File: config.mk
export PLATFORM = sky130hd
export DESIGN_NAME = mdu_seq_flat
export DESIGN_NICKNAME = d
export VERILOG_FILES = /design/src/rtl/mdu_seq_if.sv /design/src/rtl/mdu_seq.sv /design/src/flat_wrapper.sv
export SDC_FILE = /design/constraint.sdc
export NUM_CORES = 1
export LEC_CHECK = 0
export CAP_MARGIN = 20
export CORE_ASPECT_RATIO = 0.6
export CORE_MARGIN = 2
export CORE_UTILIZATION = 50
export CTS_BUF_LIST = sky130_fd_sc_hd__clkbuf_4 sky130_fd_sc_hd__clkbuf_8
export CTS_CLUSTER_DIAMETER = 150
export CTS_CLUSTER_SIZE = 20
export DETAILED_ROUTE_END_ITERATION = 16
export PLACE_DENSITY = 0.83
export SYNTH_ARGS = -nofsm -noshare
export SYNTH_HDL_FRONTEND = slang
export SYNTH_SLANG_ARGS = --single-unit
File: constraint.sdc
create_clock -name clk -period 5.17 [get_ports clk]
set_input_delay 0.517 -clock clk [delete_from_list [all_inputs] [get_ports clk]]
set_output_delay 0.517 -clock clk [all_outputs]
set_load 0.005 [all_outputs]
File: src/rtl/mdu_seq_if.sv
// Handshake and operand bus between the execute controller and the
// multi-cycle multiply/divide sequencer.
interface mdu_seq_if #(
    parameter int WIDTH = 32
);
    logic             start;
    logic             flush;
    logic [1:0]       func;
    logic [WIDTH-1:0] di;
    logic [WIDTH-1:0] bi;
    logic [7:0]       fi;
    logic [WIDTH-1:0] res;
    logic [7:0]       fo;
    logic             busy;
    logic             done;
    logic             wb_en;
    logic             flag_en;

    // Execute-stage controller side: issues requests, consumes results.
    modport master (
        output start, flush, func, di, bi, fi,
        input  res, fo, busy, done, wb_en, flag_en
    );

    // Sequencer side.
    modport slave (
        input  start, flush, func, di, bi, fi,
        output res, fo, busy, done, wb_en, flag_en
    );
endinterface

File: src/rtl/mdu_seq.sv
// Multi-cycle unsigned multiply / restoring divide sequencer, one bit per
// cycle. Outputs follow the ALU result/flag conventions so writeback can
// mux them directly while done is high.
module mdu_seq #(
    parameter int WIDTH = 32,
    parameter int CNTW  = 6
) (
    input  logic      clk,
    input  logic      reset,
    mdu_seq_if.slave  bus
);
    typedef enum logic [1:0] {S_IDLE, S_CALC, S_DONE} state_t;

    localparam logic [CNTW-1:0] LAST_ITER = CNTW'(WIDTH - 1);

    state_t           r_state;
    state_t           w_state_nxt;
    logic             w_latch;
    logic             w_iter;
    logic             w_finish;

    // Working registers. For MUL {hi,lo} is the product with the multiplier
    // preloaded in lo; for DIV hi is the partial remainder and lo holds the
    // dividend shifting out of the top while quotient bits enter the bottom.
    logic [WIDTH-1:0] r_hi;
    logic [WIDTH-1:0] r_lo;
    logic [WIDTH-1:0] r_b;
    logic [1:0]       r_func;
    logic [7:3]       r_fi;
    logic             r_dz;
    logic [CNTW-1:0]  r_cnt;
    logic [WIDTH-1:0] r_res;
    logic [7:0]       r_fo;

    logic [WIDTH:0]   w_sum;
    logic [WIDTH:0]   w_add;
    logic [WIDTH:0]   w_rem_sh;
    logic             w_ge;
    logic [WIDTH-1:0] w_rem_sub;
    logic [WIDTH-1:0] w_hi_nxt;
    logic [WIDTH-1:0] w_lo_nxt;
    logic [WIDTH-1:0] w_res;
    logic             w_carry;
    logic [7:0]       w_fo;

    // State register.
    always_ff @(posedge clk or posedge reset) begin
        // NOTE: non-blocking assignments keep every flop sampling pre-edge values.
        if (reset) r_state <= S_IDLE;
        else       r_state <= w_state_nxt;
    end

    // Next-state and control strobes; flush wins over everything else.
    always_comb begin
        // NOTE: defaults first so no path through the case infers a latch.
        w_state_nxt = r_state;
        w_latch     = 1'b0;
        w_iter      = 1'b0;
        w_finish    = 1'b0;
        unique case (r_state)
            S_IDLE: begin
                if (bus.start && !bus.flush) begin
                    w_latch     = 1'b1;
                    w_state_nxt = S_CALC;
                end
            end
            S_CALC: begin
                if (bus.flush) begin
                    w_state_nxt = S_IDLE;
                end else if (r_dz) begin
                    w_finish    = 1'b1;
                    w_state_nxt = S_DONE;
                end else begin
                    w_iter = 1'b1;
                    if (r_cnt == LAST_ITER) begin
                        w_finish    = 1'b1;
                        w_state_nxt = S_DONE;
                    end
                end
            end
            S_DONE:  w_state_nxt = S_IDLE;
            default: w_state_nxt = S_IDLE;
        endcase
    end

    // One shift-add / restoring-divide step and result/flag formation.
    always_comb begin
        w_sum     = {1'b0, r_hi} + {1'b0, r_b};
        w_add     = r_lo[0] ? w_sum : {1'b0, r_hi};
        w_rem_sh  = {r_hi, r_lo[WIDTH-1]};
        w_ge      = (w_rem_sh >= {1'b0, r_b});
        // When w_ge holds the difference always fits in WIDTH bits.
        w_rem_sub = w_rem_sh[WIDTH-1:0] - r_b;
        if (r_func[1]) begin
            w_hi_nxt = w_ge ? w_rem_sub : w_rem_sh[WIDTH-1:0];
            w_lo_nxt = {r_lo[WIDTH-2:0], w_ge};
        end else begin
            w_hi_nxt = w_add[WIDTH:1];
            w_lo_nxt = {w_add[0], r_lo[WIDTH-1:1]};
        end
        w_carry = 1'b0;
        if (r_dz) begin
            w_res   = r_func[0] ? r_lo : '1;
            w_carry = 1'b1;
        end else begin
            unique case (r_func)
                2'b00: begin
                    w_res   = w_lo_nxt;
                    w_carry = |w_hi_nxt;
                end
                2'b01:   w_res = w_hi_nxt;
                2'b10:   w_res = w_lo_nxt;
                default: w_res = w_hi_nxt;
            endcase
        end
        w_fo = {r_fi, w_res[WIDTH-1], (w_res == '0), w_carry};
    end

    // Operand latch, iteration datapath and result capture.
    always_ff @(posedge clk or posedge reset) begin
        if (reset) begin
            r_hi   <= '0;
            r_lo   <= '0;
            r_b    <= '0;
            r_func <= '0;
            r_fi   <= '0;
            r_dz   <= 1'b0;
            r_cnt  <= '0;
            r_res  <= '0;
            r_fo   <= '0;
        end else begin
            if (w_latch) begin
                r_hi   <= '0;
                r_lo   <= bus.func[1] ? bus.di : bus.bi;
                r_b    <= bus.func[1] ? bus.bi : bus.di;
                r_func <= bus.func;
                r_fi   <= bus.fi[7:3];
                r_dz   <= bus.func[1] && (bus.bi == '0);
                r_cnt  <= '0;
            end else if (w_iter) begin
                r_hi  <= w_hi_nxt;
                r_lo  <= w_lo_nxt;
                r_cnt <= r_cnt + 1'b1;
            end
            if (w_finish) begin
                r_res <= w_res;
                r_fo  <= w_fo;
            end
        end
    end

    logic w_done;
    assign w_done      = (r_state == S_DONE) && !bus.flush;
    assign bus.done    = w_done;
    assign bus.wb_en   = w_done;
    assign bus.flag_en = w_done;
    assign bus.busy    = (r_state != S_IDLE);
    assign bus.res     = r_res;
    assign bus.fo      = r_fo;
endmodule

File: src/flat_wrapper.sv
// flat-port wrapper written by rule: the top's interface ports become plain ports
module mdu_seq_flat 
#(
    parameter int WIDTH = 32,
    parameter int CNTW  = 6
)
  (clk, reset, bus_start, bus_flush, bus_func, bus_di, bus_bi, bus_fi, bus_res, bus_fo, bus_busy, bus_done, bus_wb_en, bus_flag_en);
  mdu_seq_if #(.WIDTH(WIDTH)) bus_i ();
  input  logic clk;
  input  logic reset;
  input wire logic [$bits(bus_i.start)-1:0] bus_start;
  input wire logic [$bits(bus_i.flush)-1:0] bus_flush;
  input wire logic [$bits(bus_i.func)-1:0] bus_func;
  input wire logic [$bits(bus_i.di)-1:0] bus_di;
  input wire logic [$bits(bus_i.bi)-1:0] bus_bi;
  input wire logic [$bits(bus_i.fi)-1:0] bus_fi;
  output wire logic [$bits(bus_i.res)-1:0] bus_res;
  output wire logic [$bits(bus_i.fo)-1:0] bus_fo;
  output wire logic [$bits(bus_i.busy)-1:0] bus_busy;
  output wire logic [$bits(bus_i.done)-1:0] bus_done;
  output wire logic [$bits(bus_i.wb_en)-1:0] bus_wb_en;
  output wire logic [$bits(bus_i.flag_en)-1:0] bus_flag_en;
  assign bus_i.start = bus_start;
  assign bus_i.flush = bus_flush;
  assign bus_i.func = bus_func;
  assign bus_i.di = bus_di;
  assign bus_i.bi = bus_bi;
  assign bus_i.fi = bus_fi;
  assign bus_res = bus_i.res;
  assign bus_fo = bus_i.fo;
  assign bus_busy = bus_i.busy;
  assign bus_done = bus_i.done;
  assign bus_wb_en = bus_i.wb_en;
  assign bus_flag_en = bus_i.flag_en;
  mdu_seq #(.WIDTH(WIDTH), .CNTW(CNTW)) u_core (.clk(clk), .reset(reset), .bus(bus_i));
endmodule
* After elaboration in Yosys (flattened, before gate mapping)
Index checks and enable logic that the tools add are counted.
** Operators by class
- $add $sub $neg :: 3
- $mul :: 0
- Div/mod/pow operators :: 0
- Order comparisons :: 1
- Eq/ne operators :: 6
- Shifts and indexed selects :: 0
- Multiplexer cells :: 31
- Bitwise operators :: 0
- Reductions and logical operators :: 13
** Operators by type and width (count)
- 2-to-1 mux 32 bit :: 12
- zero test 32 bit :: 2
- adder 32 x 32 -> 33 bit :: 1
- >= comparator 33 x 32 -> 1 bit :: 1
- 2-to-1 mux 33 bit :: 1
- OR reduction 32 bit :: 1
- subtractor 32 bit :: 1
- 2-to-1 mux 6 bit :: 2
- 2-to-1 mux 1 bit :: 11
- 2-to-1 mux 2 bit :: 4
- adder 6 x 1 -> 6 bit, second input constant :: 1
- equality test 6 x 5 -> 1 bit, second input constant :: 1
- equality test 2 bit, second input constant :: 2
- zero test 2 bit :: 2
- != test 4 x 2 -> 1 bit, second input constant :: 1
- case mux 2 bit (2 select lines) :: 1
- nonzero test 2 bit :: 2
- logical AND 1 bit :: 3
- equality test 2 x 1 -> 1 bit, second input constant :: 1
- != test 2 x 1 -> 1 bit, second input constant :: 1
- AND reduction 2 bit :: 1
- OR reduction 2 bit :: 1
- zero test 1 bit :: 1
** Storage, ports and cells
- Flip-flop bits (word level) :: 152
- Latch bits :: 0
- Bits in writable memories :: 0
- ROM bits :: 0
- Input bits :: 78
- Output and inout bits :: 44
- Logic and storage cells :: 64
- Memories kept :: 0

* Logic depth before layout (Yosys ltp)
- Depth after elaboration :: 6
- Gate-level depth with buffers :: 17
- Gate-level depth less buffers :: 15

* Worst setup path after synthesis
Ideal clock, no wire load.
- Path type :: register to register
- Start :: reg u_core.r_hi[0]
- End :: reg u_core.r_fo[1] (netlist: u_core.bus.fo[1])
- Library setup time :: 0.122 ns
- Arrival time :: 3.511 ns
- Required time :: 5.048 ns
- Slack :: 1.537 ns
- Cell stages (with the launch flop) :: 14
- Buffers on the path :: 0
- Clock period less this slack :: 3.633 ns
- Cell sequence :: dfrtp_1 > ha_1 > fa_1 > a21o_1 > a221oi_1 > nor4_1 > o21a_1 > o21bai_1 > mux2_2 > a2111oi_2 > a21oi_1 > nand4_1 > nor4_1 > a32o_1
** Between the ends
- Cells in the longest elaborated chain, start to end :: 6
- Elaborated cells on any way between the ends :: 10
- Classes of those cells :: 2 x add/sub; 1 x order compare; 6 x mux; 1 x reduce/logical
** Ends and longest elaborated chain
- start: declaration :: line mdu_seq.sv:25 : logic [WIDTH-1:0] r_hi;
- start signal: assignment :: line mdu_seq.sv:141 : r_hi <= w_hi_nxt;
- adder 32 x 32 -> 33 bit (tied with other cells) :: line mdu_seq.sv:88 : w_sum = {1'b0, r_hi} + {1'b0, r_b};
- 2-to-1 mux 33 bit / 2-to-1 mux 32 bit (equally long branches) :: line mdu_seq.sv:89, mdu_seq.sv:95
- 2-to-1 mux 32 bit :: line mdu_seq.sv:94 : if (r_func[1]) begin
- 2-to-1 mux 32 bit * :: line mdu_seq.sv:106 : unique case (r_func)
- 2-to-1 mux 32 bit * :: line mdu_seq.sv:102 : if (r_dz) begin
- zero test 32 bit * :: line mdu_seq.sv:116 : w_fo = {r_fi, w_res[WIDTH-1], (w_res == '0), w_carry};
- end signal: assignment :: line mdu_seq.sv:147 : r_fo <= w_fo;
- end: declaration :: line mdu_seq.sv:33 : logic [7:0] r_fo;
Mark *: on every way between the ends. The rest lies on a longest branch, timed or not.
A chain may end at the register's enable or synchronous reset.

* Worst setup path after layout
Same ends and word-level chain as after synthesis.

==> flow_metrics.tcl <==
set metrics [dict create \
    status "finished, final reports clean" \
    pwr_density_cell_nw_per_um2 581.6 \
    initial_core_util 0.5075 \
    via_count 13571 \
    cts_tree "built" \
    slowest_stage "nor4_1" \
    yosys_warnings 0 \
    min_period_ps 4559 \
    ctsResizeCount 0 \
    period_share 0.8817 \
    fin_skew_ps 21.60 \
    path_class "reg -> reg" \
    drt_pass1_iterations 6 \
    grt_overflow 0 \
    worstPathArrival_ps 4990 \
    clk_latency_ps 510 \
    synth.most_common_cell "nand2_1" \
    die_h_microns 127.8 \
    io_pins 122 \
    slowest_delay_ps 850 \
    drt_iter0_drc 1848 \
    synth_nets 1742 \
    synth-compound-area-share 0.2629 \
    vdd_drop_max_v 0.0002090 \
    die-area_sq_um 26880 \
    worst_slack_ps 611.4 \
    p_leak_uw 0.006410 \
    required_ps 5600 \
    fillCellCount 2194 \
    via_per_inst 6.806 \
    finalSetupTns_ps 0 \
    final_nets 1799 \
    path_max_fanout 6 \
    wl_microns 45930 \
    max_freq_mhz 219.4 \
    r2r_cells 16 \
    hold_class "reg -> reg" \
    antenna_found_initial 0 \
    setup-violations-final 0 \
    root_buffer "clkbuf_8" \
    track_usage 0.3415 \
    core_area_sq_um 25170 \
    fin_area_sq_um 14530 \
    synth_area_leaders "dfrtp_1, mux2i_1, ha_1, nand2_1, a21oi_1" \
    synth.avg_cell_area_sq_um 7.998 \
    place_ws_ps 904.6 \
    syn-cell-area_sq_um 12770 \
    final_max_slew_viol_count 0 \
    finalHoldViolCount 0 \
    synth-seq-cells 151 \
    syn_to_final_growth_pct 13.74 \
    cts_max_level 4 \
    cap_violations 0 \
    place_congestion 1.029 \
    endpoint_kind "flip-flop" \
    synth_mux_area_frac 0.09325 \
    hold_buffers 0 \
    start_kind "flip-flop" \
    rsz0062_at_grt "false" \
    r2r_slack_ps 610 \
    postCtsSetupBuffers 0 \
    hold_depth 2 \
    clkSlewWorstSetupHoldPaths_ps 90 \
    synthSimpleGateAreaFrac 0.1952 \
    antenna_cells 0 \
    synthCells 1597 \
    async_flop_share 1.000 \
    worst_pin_slew_ps 1150 \
    grt_max_degree 77 \
    synth_edf_count 0 \
    cts_made_buffers 17 \
    synth_ff_type "dfrtp_1" \
    crit_top_cell "buf_4" \
    synth-adder-area-share 0.06680 \
    port_buffers 118 \
    synth_top_area_frac 0.2958 \
    slew_headroom 0.2265 \
    wl_per_cell_microns 23.03 \
    yosysSeqAreaShare 0.2958 \
    synth_top_family_by_area "compound AO/OA/AOI/OAI gates" \
    crit_chain "ha_1 > fa_1 > a21o_1 > a221oi_1 > buf_4 > nor4_1 > o21ai_0 > buf_4 > a21oi_1 > o211ai_1 > nor4b_1 > buf_4 > o21ai_0 > nand4_1 > nor4_1 > a32o_1" \
    synth_commonest_cells "nand2_1, dfrtp_1, a21oi_1, nor2_1, o21ai_0" \
    cts_max_path_buffers 2 \
    die_w_microns 210.3 \
    synth_cell_type_count 86 \
    drive_gt1_frac 0.07447 \
    grt_pass1_vias 12350 \
    drc 0 \
    synth.largest_area_cell "dfrtp_1" \
    grt_pass1_wl_microns 70930 \
    post-dp-hpwl_microns 34690 \
    dpl-instance-area_sq_um 14140 \
    clock-sinks 151 \
    yosys.area_share.xor_xnor 0.03017 \
    rows 45 \
    ant_nets 0 \
]
-- metal layers --
layer  track usage  part of all wire
met4        0.1164             0.032
met3        0.1262              0.16
met5             0                 0
met1        0.4943              0.42
met2        0.4628              0.39
-- cell usage in the layout (no fill, tap or decap), drive strengths merged, types with 9 or more instances in the layout --
cell,count
nor3,30
buf,34
dfrtp,151
o211ai,20
a21oi,147
clkdlybuf4s50,117
a21o,25
a221oi,24
o21a,20
mux2i,101
a31oi,17
nor2,124
xor2,24
nand4,31
inv,60
nor4,21
nand2,210
nand3,57
o31ai,15
xnor2,20
a211oi,22
nor2b,11
clkbuf,20
and3,9
ha,65
mux2,16
o21ai,122
-- path summary, 6_finish.rpt --
| check | end | start |
|---|---|---|
| hold reg to reg | u_core.bus.fo[6] | u_core.r_fi[6] |
| min in group asynchronous | u_core.bus.res[23] | reset |
| hold / removal | u_core.bus.fo[6] | u_core.r_fi[6] |
| max in group asynchronous | u_core.r_b[4] | reset |
| setup / recovery | u_core.bus.fo[1] | u_core.r_hi[0] |
| setup reg to reg | u_core.bus.fo[1] | u_core.r_hi[0] |
-- sequential cells by signal, summed over array words and instances (netlist names) --
signal          flops
u_core.r_dz         1
u_core.r_cnt        6
u_core.bus.fo       8
u_core.bus.res     31
u_core.r_fi         5
u_core.r_func       2
u_core.r_lo        32
u_core.r_hi        32
u_core.r_b         32
u_core.r_state      2
-- metrics by stage --
stage               instances  hold slack (ps)  utilization  power [uW]
finish                   1994            473.4       0.5773        8451
global route             1994            502.1       0.5773        8954
CTS                      1994            473.5       0.5773        8205
detailed placement       1964            452.9       0.5618        7225
global placement         1964            447.3       0.5618        7114
floorplan                1597            438.6            -        5552
-- area by class of cell --
cell class	instances	area [sq um]	area share
multi-input cells	1275	8295	0.5710
flip-flops and latches	151	3782	0.2603
well taps	329	411.6	0.02833
inverters	58	222.7	0.01533
clock inverters	10	121.4	0.008353
repair buffers	151	1426	0.09817
clock buffers	20	269.0	0.01852
-- kinds of logic after synthesis --
group	count (synthesis)
mux	117
buf+inv	171
simple gates	540
compound gates	507
flops	151
xor+xnor	44
fa+ha+maj	67
-- power breakdown --
part	switching, uW	internal (uW)
Clock	505	458
Sequential	490	1540
Combinational	3340	2120
Total	4340	4110
-- critical path, delay by kind of cell (launching register included) --
family | cells | cell delay [ps]
simple gates | 4 | 1530
buf+inv | 3 | 540
flops | 1 | 490
compound gates | 7 | 1430
fa+ha+maj | 2 | 500
(Power assumes the default switching activity.)
